[config.mk]
export PLATFORM = sky130hd
export DESIGN_NAME = audio_pdm_out
export DESIGN_NICKNAME = d
export VERILOG_FILES = /design/src/rtl/audio_pkg.sv /design/src/rtl/sd_mod1.sv /design/src/rtl/audio_pdm_out.sv
export SDC_FILE = /design/constraint.sdc
export NUM_CORES = 1
export LEC_CHECK = 0
export BUFFER_PORTS_ARGS = -buffer_cell sky130_fd_sc_hd__buf_2
export CELL_PAD_IN_SITES_DETAIL_PLACEMENT = 1
export CELL_PAD_IN_SITES_GLOBAL_PLACEMENT = 1
export CORE_MARGIN = 2
export CORE_UTILIZATION = 46
export CTS_CLUSTER_DIAMETER = 60
export CTS_CLUSTER_SIZE = 25
export DETAILED_ROUTE_END_ITERATION = 12
export PLACE_DENSITY_LB_ADDON = 0.1
export SLEW_MARGIN = 10
export SYNTH_ARGS = -nofsm -noshare
export SYNTH_HDL_FRONTEND = slang
export SYNTH_HIERARCHICAL = 1
export SYNTH_SLANG_ARGS = --single-unit
[constraint.sdc]
create_clock -name clk -period 4.5 [get_ports clk]
set_input_delay 0.675 -clock clk [delete_from_list [all_inputs] [get_ports clk]]
set_output_delay 0.675 -clock clk [all_outputs]
set_load 0.01 [all_outputs]
[src/rtl/audio_pkg.sv]
// audio_pkg: shared constants, the signed audio word type and a
// width-generic saturating clip used by the audio output stage.
//   IN_W  demodulated input sample width (unsigned)
//   AW    internal signed audio word width
//   MID   mid-scale code of the unsigned modulator input, 2^(AW-1)
package audio_pkg;

   localparam int unsigned IN_W = 8;
   localparam int unsigned AW   = 12;
   localparam int unsigned MID  = 2 ** (AW - 1);

   typedef logic signed [AW-1:0] audio_t;

   // Clip v to the signed range of a w-bit word; ovf reports that clipping happened.
   function automatic logic signed [31:0] sat_clip(input  logic signed [31:0] v,
                                                   input  int unsigned        w,
                                                   output logic               ovf);
      logic signed [31:0] hi;
      logic signed [31:0] lo;
      logic signed [31:0] r;
      hi  = (32'sd1 <<< (w - 1)) - 32'sd1;
      lo  = -(32'sd1 <<< (w - 1));
      r   = v;
      ovf = 1'b0;
      if (v > hi) begin
         r   = hi;
         ovf = 1'b1;
      end else if (v < lo) begin
         r   = lo;
         ovf = 1'b1;
      end
      return r;
   endfunction

endpackage

[src/rtl/sd_mod1.sv]
// sd_mod1: first-order sigma-delta modulator producing a 1-bit PDM stream.
// Ones density equals u / 2^AW exactly over any 2^AW-cycle window.
// Ports:
//   clk, rst_n  clock (also the PDM bit clock), async active-low reset
//   u           unsigned modulator input, AW bits
//   pdm_out     registered bitstream (carry out of the accumulator)
module sd_mod1 #(
   parameter int unsigned AW = audio_pkg::AW
) (
   input  logic          clk,
   input  logic          rst_n,
   input  logic [AW-1:0] u,
   output logic          pdm_out
);

   // Only the low AW bits carry state; the top bit of the sum is the output bit.
   logic [AW-1:0] acc;
   logic [AW:0]   acc_next;

   always_comb begin
      acc_next = {1'b0, acc} + {1'b0, u};
   end

   always_ff @(posedge clk or negedge rst_n) begin
      if (!rst_n) begin
         acc     <= '0;
         pdm_out <= 1'b0;
      end else begin
         acc     <= acc_next[AW-1:0];
         pdm_out <= acc_next[AW];
      end
   end

endmodule

[src/rtl/audio_pdm_out.sv]
// audio_pdm_out: AM demodulator audio back end. Removes the DC component
// of the unsigned envelope samples, applies a power-of-two gain with
// saturation, holds the last sample and drives a 1-bit PDM stream.
// Build option: define AUDIO_DC_BLOCK_EN to build the adaptive DC tracker;
// otherwise dc is the constant 2^(IN_W-1).
// Ports:
//   clk, rst_n  single clock, async active-low reset
//   d_in        unsigned envelope sample, qualified by d_valid strobe
//   gain        left shift 0..7 applied after DC removal
//   mute        forces mid-scale at the modulator input while high
//   pdm_out     registered sigma-delta bitstream
//   sat         one-cycle pulse when the gain stage clipped
//   underrun    high while no sample has arrived for TIMEOUT cycles
module audio_pdm_out #(
   parameter int unsigned IN_W     = audio_pkg::IN_W,
   parameter int unsigned AW       = audio_pkg::AW,
   parameter int unsigned DC_SHIFT = 8,
   parameter int unsigned TIMEOUT  = 65535
) (
   input  logic            clk,
   input  logic            rst_n,
   input  logic [IN_W-1:0] d_in,
   input  logic            d_valid,
   input  logic [2:0]      gain,
   input  logic            mute,
   output logic            pdm_out,
   output logic            sat,
   output logic            underrun
);
   import audio_pkg::*;

   localparam int unsigned GW = IN_W + 8;
   localparam int unsigned DW = IN_W + DC_SHIFT;
   localparam int unsigned CW = $clog2(TIMEOUT + 1);
   localparam logic [DW-1:0] DC_ACC_RST = DW'(2 ** (IN_W - 1)) << DC_SHIFT;
   localparam logic [AW-1:0] MID_U      = AW'(2 ** (AW - 1));

   logic [IN_W-1:0]        x;
   logic                   v1;
   logic signed [IN_W:0]   y;
   logic                   v2;
   logic [IN_W-1:0]        dc;
   logic signed [GW-1:0]   g;
   logic signed [AW-1:0]   hold_next;
   logic                   clip_ovf;
   logic signed [AW-1:0]   s_hold;
   logic [AW-1:0]          u;
   logic [CW-1:0]          wd_cnt;
   logic [CW-1:0]          wd_next;

   // S1: capture
   always_ff @(posedge clk or negedge rst_n) begin
      if (!rst_n) begin
         x  <= '0;
         v1 <= 1'b0;
      end else begin
         v1 <= d_valid;
         if (d_valid) x <= d_in;
      end
   end

`ifdef AUDIO_DC_BLOCK_EN
   // Leaky DC tracker; the update adds x and removes dc, so it stays bounded.
   logic [DW-1:0] dc_acc;

   always_comb begin
      dc = IN_W'(dc_acc >> DC_SHIFT);
   end

   always_ff @(posedge clk or negedge rst_n) begin
      if (!rst_n) begin
         dc_acc <= DC_ACC_RST;
      end else if (v1) begin
         dc_acc <= dc_acc + DW'(x) - DW'(dc);
      end
   end
`else
   // Fixed mid-code offset: same value the tracker starts from.
   always_comb begin
      dc = IN_W'(DC_ACC_RST >> DC_SHIFT);
   end
`endif

   // S2: DC removal
   always_ff @(posedge clk or negedge rst_n) begin
      if (!rst_n) begin
         y  <= '0;
         v2 <= 1'b0;
      end else begin
         v2 <= v1;
         if (v1) y <= $signed({1'b0, x}) - $signed({1'b0, dc});
      end
   end

   // S3: gain at full width, then clip to the audio word
   always_comb begin
      clip_ovf  = 1'b0;
      g         = GW'(y) <<< gain;
      hold_next = AW'(sat_clip(32'(g), AW, clip_ovf));
   end

   always_ff @(posedge clk or negedge rst_n) begin
      if (!rst_n) begin
         s_hold <= '0;
         sat    <= 1'b0;
      end else begin
         sat <= v2 & clip_ovf;
         if (v2) s_hold <= hold_next;
      end
   end

   // Offset-binary modulator input; mute and underrun only force u, s_hold is kept.
   always_comb begin
      u = {~s_hold[AW-1], s_hold[AW-2:0]};
      if (mute || underrun) u = MID_U;
   end

   sd_mod1 #(.AW(AW)) u_mod (
      .clk     (clk),
      .rst_n   (rst_n),
      .u       (u),
      .pdm_out (pdm_out)
   );

   // Watchdog: cycles since the last strobe, saturating at TIMEOUT
   always_comb begin
      wd_next = wd_cnt;
      if (d_valid)                        wd_next = '0;
      else if (wd_cnt != CW'(TIMEOUT))    wd_next = wd_cnt + CW'(1);
   end

   always_ff @(posedge clk or negedge rst_n) begin
      if (!rst_n) begin
         wd_cnt   <= CW'(TIMEOUT);
         underrun <= 1'b1;
      end else begin
         wd_cnt   <= wd_next;
         underrun <= (wd_next == CW'(TIMEOUT));
      end
   end

endmodule

== Word-level counts from Yosys, hierarchy flattened ==
Cells that the tools add are included.

* Logic and storage cells: 28
* Register bits: 62

* Bitwise operators: 2
* Order comparisons: 2
* Mux-type cells: 7
* Equal/unequal tests: 2
* $add $sub $neg: 3
* Shift-type cells: 1
* Reductions and logical operators: 1

{| class="wikitable"
|+ Operators by type and width
! cell !! count
|-
| 12-bit 2-to-1 mux || 3
|-
| 16-bit 2-to-1 mux || 2
|-
| 16-bit by 1-bit adder with 16-bit output (second input constant) || 1
|-
| 16-bit equality test (second input constant) || 1
|-
| 16-bit by 12-bit greater-than comparator with 1-bit output (second input constant) || 1
|-
| 16-bit by 12-bit less-than comparator with 1-bit output (second input constant) || 1
|-
| 16-bit != test (second input constant) || 1
|-
| 9-bit by 3-bit <<< shifter with 16-bit output || 1
|-
| 12-bit by 12-bit adder with 13-bit output || 1
|-
| 8-bit by 8-bit subtractor with 9-bit output (second input constant) || 1
|-
| 1-bit 2-to-1 mux || 2
|-
| 1-bit bitwise AND || 1
|-
| 1-bit logical OR || 1
|-
| 1-bit NOT || 1
|}

== Depth between registers and ports, before layout ==
* Depth after elaboration: 5
* Depth in mapped cells: 9

== Modules after synthesis ==
Netlist, hierarchy kept.

{| class="wikitable"
|+ By module, submodules not included
! module !! area each (um^2) !! cells each !! times used
|-
| audio_pdm_out || 2543.7 || 261 || 1
|-
| sd_mod1 || 953.4 || 95 || 1
|}

== Worst setup path after synthesis ==
OpenSTA, ideal clock, no wires.

* Kind: input port to flip-flop
* Start point: in mute
* End point: reg u_mod.pdm_out
* Buffers on the path: 1
* Data arrival time: 2452 ps
* Required time: 4380 ps
* Library setup time: 120 ps
* Stages: 9
* Slack: 1928 ps
* Path through: nor2_1 -> clkbuf_1 -> and2_1 -> ha_1 -> fa_1 -> a211oi_1 -> o21ai_0 -> a31o_1 -> a31o_1

* Word-level cells in the longest chain between the ends: 3

{| class="wikitable"
|+ RTL lines
! item !! line !! source
|-
| start, declared || audio_pdm_out.sv:25 || <nowiki>input logic mute,</nowiki>
|-
| 1-bit logical OR || audio_pdm_out.sv:115 || <nowiki>if (mute || underrun) u = MID_U;</nowiki>
|-
| 12-bit 2-to-1 mux || audio_pdm_out.sv:115 ||
|-
| via u[0] || audio_pdm_out.sv:47 || <nowiki>logic [AW-1:0] u;</nowiki>
|-
| 12-bit by 12-bit adder with 13-bit output || sd_mod1.sv:21 || <nowiki>acc_next = {1'b0, acc} + {1'b0, u};</nowiki>
|-
| via u_mod.acc_next[12] || sd_mod1.sv:18 || <nowiki>logic [AW:0] acc_next;</nowiki>
|-
| end signal, assigned || sd_mod1.sv:30 || <nowiki>pdm_out <= acc_next[AW];</nowiki>
|-
| end, declared || sd_mod1.sv:13 || <nowiki>output logic pdm_out</nowiki>
|}

The timed path passes the listed nets, and every way through them passes these cells.
A chain may end at the register's enable or synchronous reset.

== Worst setup path in the final report ==
* Start point: reg underrun
* End point: reg u_mod.pdm_out

* Word-level cells in the longest chain between the ends: 3

{| class="wikitable"
|+ RTL lines
! item !! line !! source
|-
| start, declared || audio_pdm_out.sv:28 || <nowiki>output logic underrun</nowiki>
|-
| start signal, assigned || audio_pdm_out.sv:138 || <nowiki>underrun <= (wd_next == CW'(TIMEOUT));</nowiki>
|-
| 1-bit logical OR || audio_pdm_out.sv:115 ||
|-
| 12-bit 2-to-1 mux || audio_pdm_out.sv:115 ||
|-
| via u[0] || audio_pdm_out.sv:47 ||
|-
| 12-bit by 12-bit adder with 13-bit output || sd_mod1.sv:21 ||
|-
| via u_mod.acc_next[12] || sd_mod1.sv:18 ||
|}

The timed path passes the listed nets, and every way through them passes these cells.

==> out/results.ini <==
[sta]
final.period_utilization_pct=57.8
rsz0062_at_grt=false
fmax_mhz=385
worst_max_slew_pin_slew_ns=0.752
slew_headroom_pct=49.8
timing.setup.tns_ns=0
finClkSkew_ns=0.00453
final.hold.worst_slack_ns=0.472
finalCriticalPeriod_ns=2.60
fin_ws_ns=1.90
finalSetupViolCount=0
slew_viols_final=0
final_hold_viol_count=0

[synthesis]
synth.lib_cells_used.distinct=52
synth.ff_latch_count=61
post_synth.cell_area_avg_um2=9.82
synth_flop_cell=dfrtp_1
count_of_flip_flops_with_a_built_in_enable_after_synthesis=0
yosys_warning_total=6
netlist_instances=356
syn-cell-area_mm2=0.00350
async_reset_ff_share_pct=100
nets_in_the_synthesized_netlist=385
seq_area_frac_synth_pct=44.3

[setup_path]
worst_setup_path_end_kind=flip-flop
maximum_single_stage_delay_on_the_critical_path_ns=0.53
timing.critical_path.mode_cell=a31o_1
critical_path.reg2reg.endpoint=u_mod/pdm_out
critical_path_peak_fanout=12
cp_cell_sequence=nor2_1 > and2_1 > ha_1 > fa_1 > a211oi_1 > o21ai_0 > a31o_1 > a31o_1
critical_path.startpoint_type=flip-flop
worst_path_max_delay_cell=dfstp_2
critical_path_rt_ns=4.72
worst-endpoint-arrival_ns=2.82
worst_r2r_path_depth=8
rr_startpoint=underrun
timing.reg2reg.setup_slack_ns=1.90
crit_type=reg2reg

[route]
drtPass1Iterations=4
dr.first_iter.drc_count=88
routed_wl_um=7630
num_vias=2686
detail_route.vias_per_cell=5.69
drc=0
wl_per_cell_um=16.2
drt.antenna.violating_nets=0

[clocking]
cts_bufs_inserted=9
clk-insertion-delay-late_ns=0.33
cts.sink_count=61
htree_levels=3
cts-root-buf=clkbuf_8
maximum_buffer_depth_of_the_clock_tree=2
cts.hold.buffers_added=0
cts_resized=0
tritoncts=built
post_cts_buffers=0
worst_setup_hold_path_clk_slew_ns=0.07

[floorplanning]
overall_die_height_um=91.2
design.core.area_mm2=0.00729
start_util_pct=48.0
die_area_mm2=0.00832
chipWidth_um=91.2
placementRows=31
io_pins=18

[place]
io_buffers=17
place_congestion=0.790
dp.final_hpwl_um=5540
preCtsSetupSlack_ns=1.58
placed_cells=457
dpl-instance-area_mm2=0.00364

[final_layout]
finish.net_count=398
multiInputGateArea_mm2=0.00185
finalNonFillerCells=472
mostFrequentLayoutCell=dfrtp_1
final-seq-area_mm2=0.00155
antenna-diode-count=0
layout-drive-gt1-share_pct=19.3
finalCoreUtilization_pct=52.1
most_used_cells_in_the_layout_excluding_fill_and_tap_cells=44 x dfrtp_1, 33 x a21oi_1, 31 x nor2_1
post-route-cell-area_mm2=0.00380
layout-area-overhead-vs-synth_pct=8.59
fillers=863

[pwr]
leakagePower_nw=1.61
peakVddDrop_mv=0.173
power-per-cell-area_mw_per_mm2=458
fin_total_pwr_mw=1.74

[min_path]
end_point_of_the_most_critical_hold_path=y[7]
hold_path.class=reg2reg
worstHoldPathCells=1
holdCritStartpoint=x[7]

[global_route]
antenna_found_initial=0
wire_length_of_the_first_global_routing_pass_um=13700
grt_usage_pct=20.6
via_count_of_the_first_global_routing_pass=2858
grt_start_max_net_pins=62
globalRoute.totalOverflow=0

[job]
max_cap_viol_count=0

[status]
result_of_the_run=finished clean

## synth_stat cells, types with 6 or more instances
library cell	number	area (um2)
nand3_1	12	60.1
inv_1	7	26.3
mux2i_1	7	70.1
o21ai_0	13	65.1
a31oi_1	7	43.8
a21o_1	6	45.0
xnor2_1	7	61.3
mux2_2	19	214
dfstp_2	17	447
and2_1	16	100
nand2_1	26	97.6
dfrtp_1	44	1100
clkbuf_1	11	41.3
nor2_1	31	116
ha_1	13	163
xor2_1	8	70.1
and3_1	6	37.5
a21oi_1	33	165
## kinds of logic after synthesis
kind of cell	after synthesis	share of synthesized area, %
adder cells (fa/ha/maj)	14	5.22
AND/OR/NAND/NOR	127	19.2
flip-flops	61	44.3
XOR/XNOR	15	3.76
multiplexers	26	8.12
buffers and inverters	23	2.90
AO/OA/AOI/OAI	90	16.5
## layout make-up
type,instances,share of cell area [%]
Clock buffer,13,3.92
Clock inverter,2,0.264
Inverter,7,0.692
Multi-Input combinational cell,272,48.7
Sequential cell,61,40.8
Tap cell,99,3.26
Timing Repair Buffer,18,2.44
## routing by layer
| metal | up-vias | wire length, um | global-route usage, % |
|---|---|---|---|
| met2 | 34 | 3680 | 33.0 |
| met3 | 10 | 192 | 4.73 |
| met1 | 1322 | 3660 | 27.5 |
| li1 | 1320 | - | - |
| met4 | 0 | 102 | 6.82 |
| met5 | - | 0 | 0 |
## worst max-delay path, delay by kind of cell (launching register included)
kind | cells | cell delay, ns
DFF | 1 | 0.53
and+or+nand+nor | 2 | 0.33
AOI/OAI and AO/OA | 4 | 0.97
adders and majority gates | 2 | 0.66
## power breakdown
group,total [mW],switching (mW),leakage (nW),internal (mW)
Clock,0.414,0.203,0.0833,0.211
Combinational,0.611,0.336,0.840,0.275
Sequential,0.714,0.0587,0.687,0.655
## state kept, by name, summed over array words and instances, names as in the netlist, 8 cells and up
name and flops:
s_hold 12, y 8, x 8, u_mod/acc 12, wd_cnt 16
## worst max path at each step
stage                                to  slack [ns]  startpoint
after CTS                 u_mod/pdm_out        1.88    underrun
final                     u_mod/pdm_out        1.90    underrun
after global placement     u_mod/acc[9]        1.58        mute
after floorplan           u_mod/pdm_out        1.93        mute
after detailed placement  u_mod/acc[11]        1.58        mute
after global routing      u_mod/pdm_out        1.69    underrun
Note: power is estimated with default switching activity, not from simulation.
